<file path="config.mk">
export PLATFORM = sky130hd
export DESIGN_NAME = muldiv_unit
export DESIGN_NICKNAME = d
export VERILOG_FILES = /design/src/rtl/muldiv_pkg.sv /design/src/rtl/muldiv_step.sv /design/src/rtl/muldiv_unit.sv
export SDC_FILE = /design/constraint.sdc
export NUM_CORES = 1
export LEC_CHECK = 0
export CAP_MARGIN = 15
export CORE_ASPECT_RATIO = 1.75
export CORE_MARGIN = 10
export CORE_UTILIZATION = 40
export DETAILED_ROUTE_END_ITERATION = 7
export GPL_TIMING_DRIVEN = 0
export PLACE_DENSITY = 0.68
export SLEW_MARGIN = 20
export SYNTH_ARGS = -nofsm -noshare
export SYNTH_HDL_FRONTEND = slang
export SYNTH_SLANG_ARGS = --single-unit
</file>
<file path="constraint.sdc">
create_clock -name clk -period 4.25 [get_ports clk]
set_clock_uncertainty 0.05 [all_clocks]
set_input_delay 0.85 -clock clk [delete_from_list [all_inputs] [get_ports clk]]
set_output_delay 0.85 -clock clk [all_outputs]
set_load 0.01 [all_outputs]
</file>
<file path="src/rtl/muldiv_pkg.sv">
// muldiv_pkg: shared op encodings, FSM state type and op classification
// helpers for the iterative multiply/divide unit.
package muldiv_pkg;

    localparam logic [2:0] MD_MULT  = 3'd0;
    localparam logic [2:0] MD_MULTU = 3'd1;
    localparam logic [2:0] MD_DIV   = 3'd2;
    localparam logic [2:0] MD_DIVU  = 3'd3;
    localparam logic [2:0] MD_MTHI  = 3'd4;
    localparam logic [2:0] MD_MTLO  = 3'd5;

    typedef enum logic [1:0] {
        S_IDLE = 2'd0,
        S_CALC = 2'd1,
        S_FIX  = 2'd2
    } md_state_e;

    // Signed variants get magnitude conversion and sign fixup.
    function automatic logic md_is_signed(input logic [2:0] op);
        return (op == MD_MULT) || (op == MD_DIV);
    endfunction

    function automatic logic md_is_div(input logic [2:0] op);
        return (op == MD_DIV) || (op == MD_DIVU);
    endfunction

    // Ops that occupy the engine (as opposed to MTHI/MTLO register moves).
    function automatic logic md_is_arith(input logic [2:0] op);
        return (op == MD_MULT) || (op == MD_MULTU) ||
               (op == MD_DIV)  || (op == MD_DIVU);
    endfunction

endpackage

</file>
<file path="src/rtl/muldiv_step.sv">
// muldiv_step: one radix-2 iteration of the engine, purely combinational.
//   multiply: shift-add, {acc,q} shifts right, q[0] selects adding i_d.
//   divide:   restoring, {acc,q} shifts left, quotient bits enter q[0].
module muldiv_step #(
    parameter int WIDTH = 32
) (
    input  logic [WIDTH-1:0] i_acc,
    input  logic [WIDTH-1:0] i_q,
    input  logic [WIDTH-1:0] i_d,
    input  logic             i_div,
    output logic [WIDTH-1:0] o_acc,
    output logic [WIDTH-1:0] o_q
);

    logic [WIDTH:0] w_sum;
    logic [WIDTH:0] w_rem;
    logic [WIDTH:0] w_diff;

    // Next partial product / partial remainder for the selected mode.
    always_comb begin
        w_sum  = {1'b0, i_acc} + (i_q[0] ? {1'b0, i_d} : {(WIDTH+1){1'b0}});
        w_rem  = {i_acc, i_q[WIDTH-1]};
        w_diff = w_rem - {1'b0, i_d};
        if (i_div) begin
            // The partial remainder is always below 2*divisor, so bit WIDTH
            // of the difference is a clean borrow flag.
            if (!w_diff[WIDTH]) begin
                o_acc = w_diff[WIDTH-1:0];
                o_q   = {i_q[WIDTH-2:0], 1'b1};
            end else begin
                o_acc = w_rem[WIDTH-1:0];
                o_q   = {i_q[WIDTH-2:0], 1'b0};
            end
        end else begin
            o_acc = w_sum[WIDTH:1];
            o_q   = {w_sum[0], i_q[WIDTH-1:1]};
        end
    end

endmodule

</file>
<file path="src/rtl/muldiv_unit.sv">
// muldiv_unit: iterative multiply/divide engine owning the HI/LO pair.
// IDLE accepts an op, CALC runs WIDTH radix-2 steps on magnitudes, FIX
// applies sign correction and boundary results and writes HI/LO.
// Optional build macro: MULDIV_FAST_MUL_EN -- MULT/MULTU use a single-cycle
// combinational product and go straight from IDLE to FIX.
// CNT_W must satisfy 2**CNT_W > WIDTH.
module muldiv_unit
    import muldiv_pkg::*;
#(
    parameter int WIDTH = 32,
    parameter int CNT_W = 6
) (
    input  logic             clk,
    input  logic             rst,
    input  logic             start,
    input  logic [2:0]       op,
    input  logic [WIDTH-1:0] a,
    input  logic [WIDTH-1:0] b,
    input  logic             flush,
    output logic             busy,
    output logic             done,
    output logic [WIDTH-1:0] hi,
    output logic [WIDTH-1:0] lo
);

    localparam logic [WIDTH-1:0]   ZERO     = {WIDTH{1'b0}};
    localparam logic [WIDTH-1:0]   ONE      = {{(WIDTH-1){1'b0}}, 1'b1};
    localparam logic [WIDTH-1:0]   ALL_ONES = {WIDTH{1'b1}};
    localparam logic [WIDTH-1:0]   MOST_NEG = {1'b1, {(WIDTH-1){1'b0}}};
    localparam logic [2*WIDTH-1:0] ONE_2W   = {{(2*WIDTH-1){1'b0}}, 1'b1};

    md_state_e        r_state;
    md_state_e        w_next_state;
    logic [CNT_W-1:0] r_cnt;
    logic [WIDTH-1:0] r_acc;
    logic [WIDTH-1:0] r_q;
    logic [WIDTH-1:0] r_d;
    logic [WIDTH-1:0] r_a_orig;
    logic             r_div;
    logic             r_neg_q;
    logic             r_neg_r;
    logic             r_b_zero;
    logic             r_ovf;
    logic [WIDTH-1:0] r_hi;
    logic [WIDTH-1:0] r_lo;
    logic             r_done;

    logic             w_signed;
    logic [WIDTH-1:0] w_abs_a;
    logic [WIDTH-1:0] w_abs_b;
    logic [WIDTH-1:0] w_acc_next;
    logic [WIDTH-1:0] w_q_next;
    logic [WIDTH-1:0] w_fix_hi;
    logic [WIDTH-1:0] w_fix_lo;
    logic [2*WIDTH-1:0] w_prod;
    logic [WIDTH-1:0] w_quo;
    logic [WIDTH-1:0] w_rem;

`ifdef MULDIV_FAST_MUL_EN
    logic [2*WIDTH-1:0] w_fast_prod;
    assign w_fast_prod = {ZERO, w_abs_a} * {ZERO, w_abs_b};
`endif

    assign w_signed = md_is_signed(op);
    // Most-negative maps to 2**(WIDTH-1), which is exact as an unsigned magnitude.
    assign w_abs_a  = (w_signed && a[WIDTH-1]) ? (~a + ONE) : a;
    assign w_abs_b  = (w_signed && b[WIDTH-1]) ? (~b + ONE) : b;

    muldiv_step #(.WIDTH(WIDTH)) u_step (
        .i_acc (r_acc),
        .i_q   (r_q),
        .i_d   (r_d),
        .i_div (r_div),
        .o_acc (w_acc_next),
        .o_q   (w_q_next)
    );

    // FSM state register.
    always_ff @(posedge clk) begin
        if (rst) begin
            r_state <= S_IDLE;
        end else begin
            r_state <= w_next_state;
        end
    end

    // Next-state logic; flush overrides everything, including a new start.
    always_comb begin
        w_next_state = r_state;
        if (flush) begin
            w_next_state = S_IDLE;
        end else begin
            case (r_state)
                S_IDLE: begin
                    if (start && md_is_arith(op)) begin
`ifdef MULDIV_FAST_MUL_EN
                        if (md_is_div(op)) begin
                            w_next_state = S_CALC;
                        end else begin
                            w_next_state = S_FIX;
                        end
`else
                        w_next_state = S_CALC;
`endif
                    end else begin
                        w_next_state = S_IDLE;
                    end
                end
                S_CALC: begin
                    if (r_cnt == {CNT_W{1'b0}}) begin
                        w_next_state = S_FIX;
                    end else begin
                        w_next_state = S_CALC;
                    end
                end
                S_FIX:   w_next_state = S_IDLE;
                default: w_next_state = S_IDLE;
            endcase
        end
    end

    // Sign correction and boundary results presented to HI/LO in FIX.
    always_comb begin
        w_prod   = {r_acc, r_q};
        w_quo    = r_q;
        w_rem    = r_acc;
        w_fix_hi = ZERO;
        w_fix_lo = ZERO;
        if (r_neg_q) begin
            w_prod = ~{r_acc, r_q} + ONE_2W;
            w_quo  = ~r_q + ONE;
        end else begin
            w_prod = {r_acc, r_q};
            w_quo  = r_q;
        end
        if (r_neg_r) begin
            w_rem = ~r_acc + ONE;
        end else begin
            w_rem = r_acc;
        end
        if (!r_div) begin
            w_fix_hi = w_prod[2*WIDTH-1:WIDTH];
            w_fix_lo = w_prod[WIDTH-1:0];
        end else if (r_b_zero) begin
            w_fix_hi = r_a_orig;
            w_fix_lo = ALL_ONES;
        end else if (r_ovf) begin
            w_fix_hi = ZERO;
            w_fix_lo = r_a_orig;
        end else begin
            w_fix_hi = w_rem;
            w_fix_lo = w_quo;
        end
    end

    // Operand capture, iteration, HI/LO writes and the done pulse.
    always_ff @(posedge clk) begin
        if (rst) begin
            r_cnt    <= {CNT_W{1'b0}};
            r_acc    <= ZERO;
            r_q      <= ZERO;
            r_d      <= ZERO;
            r_a_orig <= ZERO;
            r_div    <= 1'b0;
            r_neg_q  <= 1'b0;
            r_neg_r  <= 1'b0;
            r_b_zero <= 1'b0;
            r_ovf    <= 1'b0;
            r_hi     <= ZERO;
            r_lo     <= ZERO;
            r_done   <= 1'b0;
        end else begin
            r_done <= 1'b0;
            if (!flush) begin
                case (r_state)
                    S_IDLE: begin
                        if (start) begin
                            case (op)
                                MD_MTHI: r_hi <= a;
                                MD_MTLO: r_lo <= a;
                                MD_MULT, MD_MULTU, MD_DIV, MD_DIVU: begin
                                    r_div    <= md_is_div(op);
                                    r_neg_q  <= w_signed & (a[WIDTH-1] ^ b[WIDTH-1]);
                                    r_neg_r  <= w_signed & a[WIDTH-1];
                                    r_b_zero <= (b == ZERO);
                                    r_ovf    <= (op == MD_DIV) && (a == MOST_NEG) && (b == ALL_ONES);
                                    r_a_orig <= a;
                                    r_cnt    <= CNT_W'(WIDTH - 1);
                                    r_acc    <= ZERO;
                                    if (md_is_div(op)) begin
                                        r_q <= w_abs_a;
                                        r_d <= w_abs_b;
                                    end else begin
                                        r_q <= w_abs_b;
                                        r_d <= w_abs_a;
                                    end
`ifdef MULDIV_FAST_MUL_EN
                                    // Product lands directly in {acc,q}; FIX handles the sign.
                                    if (!md_is_div(op)) begin
                                        r_acc <= w_fast_prod[2*WIDTH-1:WIDTH];
                                        r_q   <= w_fast_prod[WIDTH-1:0];
                                    end
`endif
                                end
                                default: ;
                            endcase
                        end
                    end
                    S_CALC: begin
                        r_acc <= w_acc_next;
                        r_q   <= w_q_next;
                        if (r_cnt != {CNT_W{1'b0}}) begin
                            r_cnt <= r_cnt - {{(CNT_W-1){1'b0}}, 1'b1};
                        end
                    end
                    S_FIX: begin
                        r_hi   <= w_fix_hi;
                        r_lo   <= w_fix_lo;
                        r_done <= 1'b1;
                    end
                    default: ;
                endcase
            end
        end
    end

    assign busy = (r_state != S_IDLE);
    assign done = r_done;
    assign hi   = r_hi;
    assign lo   = r_lo;

endmodule

</file>
== Word-level counts from Yosys, hierarchy flattened ==
Index checks and enable logic that the tools add are counted.
Storage, ports and cells
  register bits after elaboration: 206
  word-level logic and storage cells: 108
  input port bits: 71
Cells by class
  reduce and logical (&&, ||, !) cells: 25
  bitwise logic cells: 9
  eq/ne operators: 14
  muxes and demuxes: 38
  add/subtract/negate cells: 8
Operators with widths (count)
  2-to-1 mux 32 bit: 24
  one-hot mux 32 bit (2 select lines): 4
  adder 32 x 1 -> 32 bit, second input constant: 4
  inverter 32 bit: 4
  adder 64 x 1 -> 64 bit, second input constant: 1
  equality test 32 bit, second input constant: 2
  2-to-1 mux 64 bit: 1
  inverter 64 bit: 1
  adder 32 x 33 -> 33 bit: 1
  subtractor 33 x 32 -> 33 bit: 1
  zero test 32 bit: 1
  2-to-1 mux 6 bit: 3
  AND reduction 4 bit: 4
  one-hot mux 6 bit (2 select lines): 1
  equality test 3 x 2 -> 1 bit, second input constant: 2
  equality test 3 bit, second input constant: 2
  zero test 6 bit: 1
  != test 2 x 1 -> 1 bit, second input constant: 3
  nonzero test 2 bit: 3
  nonzero test 6 bit: 1
  subtractor 6 x 1 -> 6 bit, second input constant: 1
  logical AND 1 bit: 5
  logical OR 1 bit: 5
  AND reduction 5 bit: 1
  other kinds (14): 18

== Longest topological paths before layout ==
  word-level depth: 8
  depth in mapped cells: 15
  gate-level depth less buffers: 13

== Cells and area by module ==
A second synthesis with hierarchy kept.
Second synthesis, totals
  cells, all modules: 2512
  area total of the unflattened synthesis: 18018.5 µm²
Modules (own cells, without submodules)
  muldiv_unit: area each 13492.9 µm², cells an instance 1860, instances 1
  muldiv_step: area each 4525.6 µm², cells an instance 652, instances 1

== Worst setup path before layout ==
Ideal clock, no wire load.
  path type: register -> register
  start: reg r_q[31]
  end: reg r_acc[12]
  cell stages (with the launch flop): 14
  arrival time: 3.406 ns
  path slack: 0.673 ns
  required time: 4.078 ns
  buffers on the path: 2
  path through: dfxtp_1 clkbuf_1 inv_1 ha_1 fa_1 nand2b_1 a21o_1 a2111o_1 o21a_1 or3_1 nand4_1 clkbuf_1 o21ai_0 a221o_1
On the way
  longest elaborated chain between the ends: 4
Ends and longest elaborated chain
  start: declaration: line muldiv_unit.sv:36  | logic [WIDTH-1:0] r_q;
  start signal: assignment: line muldiv_unit.sv:191  | r_q <= w_abs_a;
  start signal: assignment: line muldiv_unit.sv:194  | r_q <= w_abs_b;
  start signal: assignment: line muldiv_unit.sv:211  | r_q <= w_q_next;
  subtractor 33 x 32 -> 33 bit: line muldiv_step.sv:23  | w_diff = w_rem - {1'b0, i_d};
  2-to-1 mux 32 bit: line muldiv_step.sv:27  | if (!w_diff[WIDTH]) begin
  2-to-1 mux 32 bit: line muldiv_step.sv:24  | if (i_div) begin
  one-hot mux 32 bit (2 select lines): line muldiv_unit.sv:175  | case (r_state)
  end signal: assignment: line muldiv_unit.sv:210  | r_acc <= w_acc_next;
  end: declaration: line muldiv_unit.sv:35  | logic [WIDTH-1:0] r_acc;
No other way between the ends.
A chain may end at the register's enable or synchronous reset.

== Worst setup path in the final report ==
  start: reg r_q[0]
  end: reg r_acc[26]
On the way
  longest elaborated chain between the ends: 4
Ends and longest elaborated chain
  2-to-1 mux 32 bit: line muldiv_step.sv:21  | w_sum = {1'b0, i_acc} + (i_q[0] ? {1'b0, i_d} : {(WIDTH+1){1'b0}});
  adder 32 x 33 -> 33 bit: line muldiv_step.sv:21
  2-to-1 mux 32 bit: line muldiv_step.sv:24
  one-hot mux 32 bit (2 select lines): line muldiv_unit.sv:175
No other way between the ends.

==> results.env <==
DRIVE_GT1_FRAC=0.0384
VIA_COUNT=19800
HOLD_PATH_CLASS='reg2reg'
INITIALDRTVIOLATIONCOUNT=1852
DR.PASS1.ITERS=6
SYNTHESIS.YOSYS.WARNINGS=0
FINALSETUPVIOLATIONS=0
SYNTH.MOST_COMMON_CELL='sky130_fd_sc_hd__nand2_1'
CLOCK_SINKS=206
INITIAL_UTILIZATION=0.404
IOS=137
NUMBER_OF_FLOPS_MAPPED_TO_ENABLE_CELLS_BY_YOSYS=0
TIMING.FINAL.HOLD_VIOLATIONS=0
POST-ROUTE-DRC-COUNT=0
COREAREA_SQ_MM=0.0424
FIN_SETUP_TNS_PS=0
CP-END-KIND='flip-flop'
SYNTH.TOP_CELL.AREA_SHARE=0.241
FIN_CRIT_SH=0.969
FINAL_UTIL=0.471
SEQ_POWER_SHARE=0.377
DRT-VIAS-PER-INSTANCE=6.35
GRT_OVERFLOW_TOTAL=0
YS_TOP_CELLS_BY_COUNT='sky130_fd_sc_hd__nand2_1, sky130_fd_sc_hd__nor2_1, sky130_fd_sc_hd__dfxtp_1'
SYNTHESIS.AREA_PER_INSTANCE_SQ_UM=7.20
POST-DP-HPWL_MM=73.8
GRT_SETUP_UNREPAIRED='false'
TIMING.SLEW.HEADROOM=0.235
PLACE.GP.CONGESTION=1.05
TOTAL_LEAKAGE_POWER_uW=0.00705
TIMING.CRITICAL_PATH.REQUIRED_PS=4650
CTS-BUFFERS-INSERTED=22
CHIPWIDTH_MICRONS=176
ROUTED_WIRE_LENGTH_PER_INSTANCE_MICRONS=29.3
TIMING.CRITICAL_PATH.FANOUT_MAX=10
SLEW_VIOL_FINAL=0
TRITONCTS_CLOCK_TREE='yes'
RUN_STATUS='finished, final reports clean'
HOLDBUFCOUNTCTS=0
FLOORPLAN.DIE_AREA_SQ_MM=0.0518
SYNTH-SEQ-AREA-SHARE=0.241
LAYOUT_AREA_GROWTH_OVER_SYNTHESIS_PCT=16.7
ANT_NETS=0
REG2REG_SLACK_PS=130
NETSWITCHINGFRACTION=0.351
SYNTH_AREA_LEADER_CELL='sky130_fd_sc_hd__dfxtp_1'
TOTAL_TRACK_USAGE=0.338
GRT_FIRST_PASS_WIRELENGTH_MM=130
SYNTH_ASYNC_SR_FLOP_SHARE=0
TOP_FF_CELL_SYNTH='sky130_fd_sc_hd__dfxtp_1'
CAP_VIOLATIONS=0
ROW_COUNT=100
SYNTH_AREA_LEADERS='sky130_fd_sc_hd__dfxtp_1, sky130_fd_sc_hd__xnor2_1, sky130_fd_sc_hd__nand2_1'
MAX_FREQ_MHz=243
H-TREE-DEPTH=1
FINAL_NET_COUNT=2683
YS_TYPES=74
SHARE_CLK_OF_TOTAL_POWER=0.376
INTERNAL-POWER_uW=3570
WORSTSKEWPAIRLATENCY_PS=560
CLK_PATH_BUF_DEPTH=3
CRITPATHARRIVALTIME_PS=4520
WORST_VDD_DROP_V=0.000240
P_SWITCHING_uW=1930
PATH_CLASS='reg2reg'
DIE_H_MICRONS=294
TIGHTESTPINTRANSITION_PS=1140
MAPPEDNETLISTAREA_SQ_MM=0.0171
INSERTEDDIODECOUNT=0
COMB_POWER_SHARE=0.247
CRIT_PATH_START_KIND='flip-flop'
SYNTH_SEQ_CELLS=206
PORTBUFFERS=130
DRT_WL_TOTAL_MM=91.4
ANTENNA_VIOLATIONS_BEFORE_REPAIR=0
PWR_PER_CELL_AREA_mW_PER_MM2=275
CLK_TRANSITION_REPORTED_PATHS_PS=70
GRT_START_MAX_NET_PINS=18
FINALCRITICALPERIOD_PS=4120
ROOT_BUFFER='sky130_fd_sc_hd__clkbuf_16'
SYN-NUM-NETS=2524
FIRST_GLOBAL_VIAS=19200
POSTSYNTHCELLCOUNT=2380
==> placed cells by master (no fill, tap or decap), types with 37 or more instances in the layout <==
cell / instances
sky130_fd_sc_hd__a211oi_1: 50
sky130_fd_sc_hd__o211ai_1: 59
sky130_fd_sc_hd__xor2_1: 62
sky130_fd_sc_hd__xnor2_1: 138
sky130_fd_sc_hd__ha_1: 71
sky130_fd_sc_hd__nor2_1: 251
sky130_fd_sc_hd__a21oi_1: 198
sky130_fd_sc_hd__o21ai_0: 129
sky130_fd_sc_hd__clkbuf_1: 177
sky130_fd_sc_hd__o221ai_1: 42
sky130_fd_sc_hd__nand2_1: 301
sky130_fd_sc_hd__inv_1: 68
sky130_fd_sc_hd__nor3_1: 55
sky130_fd_sc_hd__mux2i_1: 45
sky130_fd_sc_hd__a311oi_1: 37
sky130_fd_sc_hd__dfxtp_1: 203
sky130_fd_sc_hd__clkdlybuf4s50_1: 130
==> power groups by stage <==
stage / Combinational, uW / Clock (uW) / Sequential, uW
after global routing: 1430 / 2130 / 2080
after floorplan: 764 / 0 / 2090
after detailed placement: 1290 / 0 / 2110
final: 1360 / 2060 / 2070
after global placement: 1290 / 0 / 2110
after CTS: 1320 / 2070 / 2070
==> area by class of cell <==
class	instances	area, sq um
sequential	206	4130
clock inverter	13	130
multi-input combinational	1898	12000
fill	4319	22400
inverter	69	259
timing repair buffer	137	1350
buffer	205	825
clock buffer	26	607
tap	561	702
==> through the flow <==
step                setup slack (ps)  std cells  instance area, sq um  hold WS, ps  total power [uW]
detailed placement              -766       3072                 19200          398              3400
floorplan                        673       2380                 17100          382              2850
global placement                -832       3071                 19100          394              3390
global route                    12.7       3115                 20000          427              5640
finish                           131       3115                 20000          414              5490
CTS                             57.6       3115                 20000          408              5460
==> critical path, cell delays in order (launching register included) <==
cell and delay [ps]:
sky130_fd_sc_hd__dfxtp_2 400, sky130_fd_sc_hd__inv_1 290, sky130_fd_sc_hd__clkbuf_2 340, sky130_fd_sc_hd__nor2_1 80
sky130_fd_sc_hd__ha_1 270, sky130_fd_sc_hd__clkbuf_1 250, sky130_fd_sc_hd__nand4_1 250, sky130_fd_sc_hd__nor2_1 170
sky130_fd_sc_hd__o311ai_1 200, sky130_fd_sc_hd__a21oi_2 400, sky130_fd_sc_hd__a221oi_4 140, sky130_fd_sc_hd__o211ai_1 510
sky130_fd_sc_hd__a21boi_0 220, sky130_fd_sc_hd__xor2_1 180, sky130_fd_sc_hd__o221ai_1 240
==> layer usage <==
layer,share of wire,up-vias,global-route usage
met3,0.068,319,0.0469
met1,0.34,9418,0.343
met4,0.093,0,0.279
li1,-,8976,-
met2,0.50,1065,0.603
met5,0,-,0
==> final timing paths <==
kind / startpoint / to / depth (start not counted)
hold / removal: r_d[15] / r_d[15] / 2
setup reg to reg: r_q[0] / r_acc[26] / 14
setup / recovery: r_q[0] / r_acc[26] / 14
hold reg to reg: r_d[15] / r_d[15] / 2
==> logic make-up (layout without fill, tap and decap cells) <==
logic type,Yosys count,in the layout,synth area share
AO/OA/AOI/OAI,769,769,0.300
XOR/XNOR,200,200,0.102
adder cells (fa/ha/maj),73,73,0.0542
buffers and inverters,276,450,0.0629
flip-flops,206,206,0.241
multiplexers,45,45,0.0263
AND/OR/NAND/NOR,811,811,0.214
==> registers in the layout, summed over array words and instances, names as in the netlist, 2 cells and up <==
register  count
r_q          32
r_a_orig     32
lo           32
r_acc        32
r_state       2
hi           32
r_cnt         6
r_d          32
==> repair_timing <==
action / 4_1_cts / 5_1_grt
pin swaps: 2 / 0
resized for setup: 12 / 11
endpoints found under the setup margin: 47 / 19
endpoints found under the hold margin: 0 / 0
buffers inserted: 6 / 0
Power figures use the tool's default switching activity.
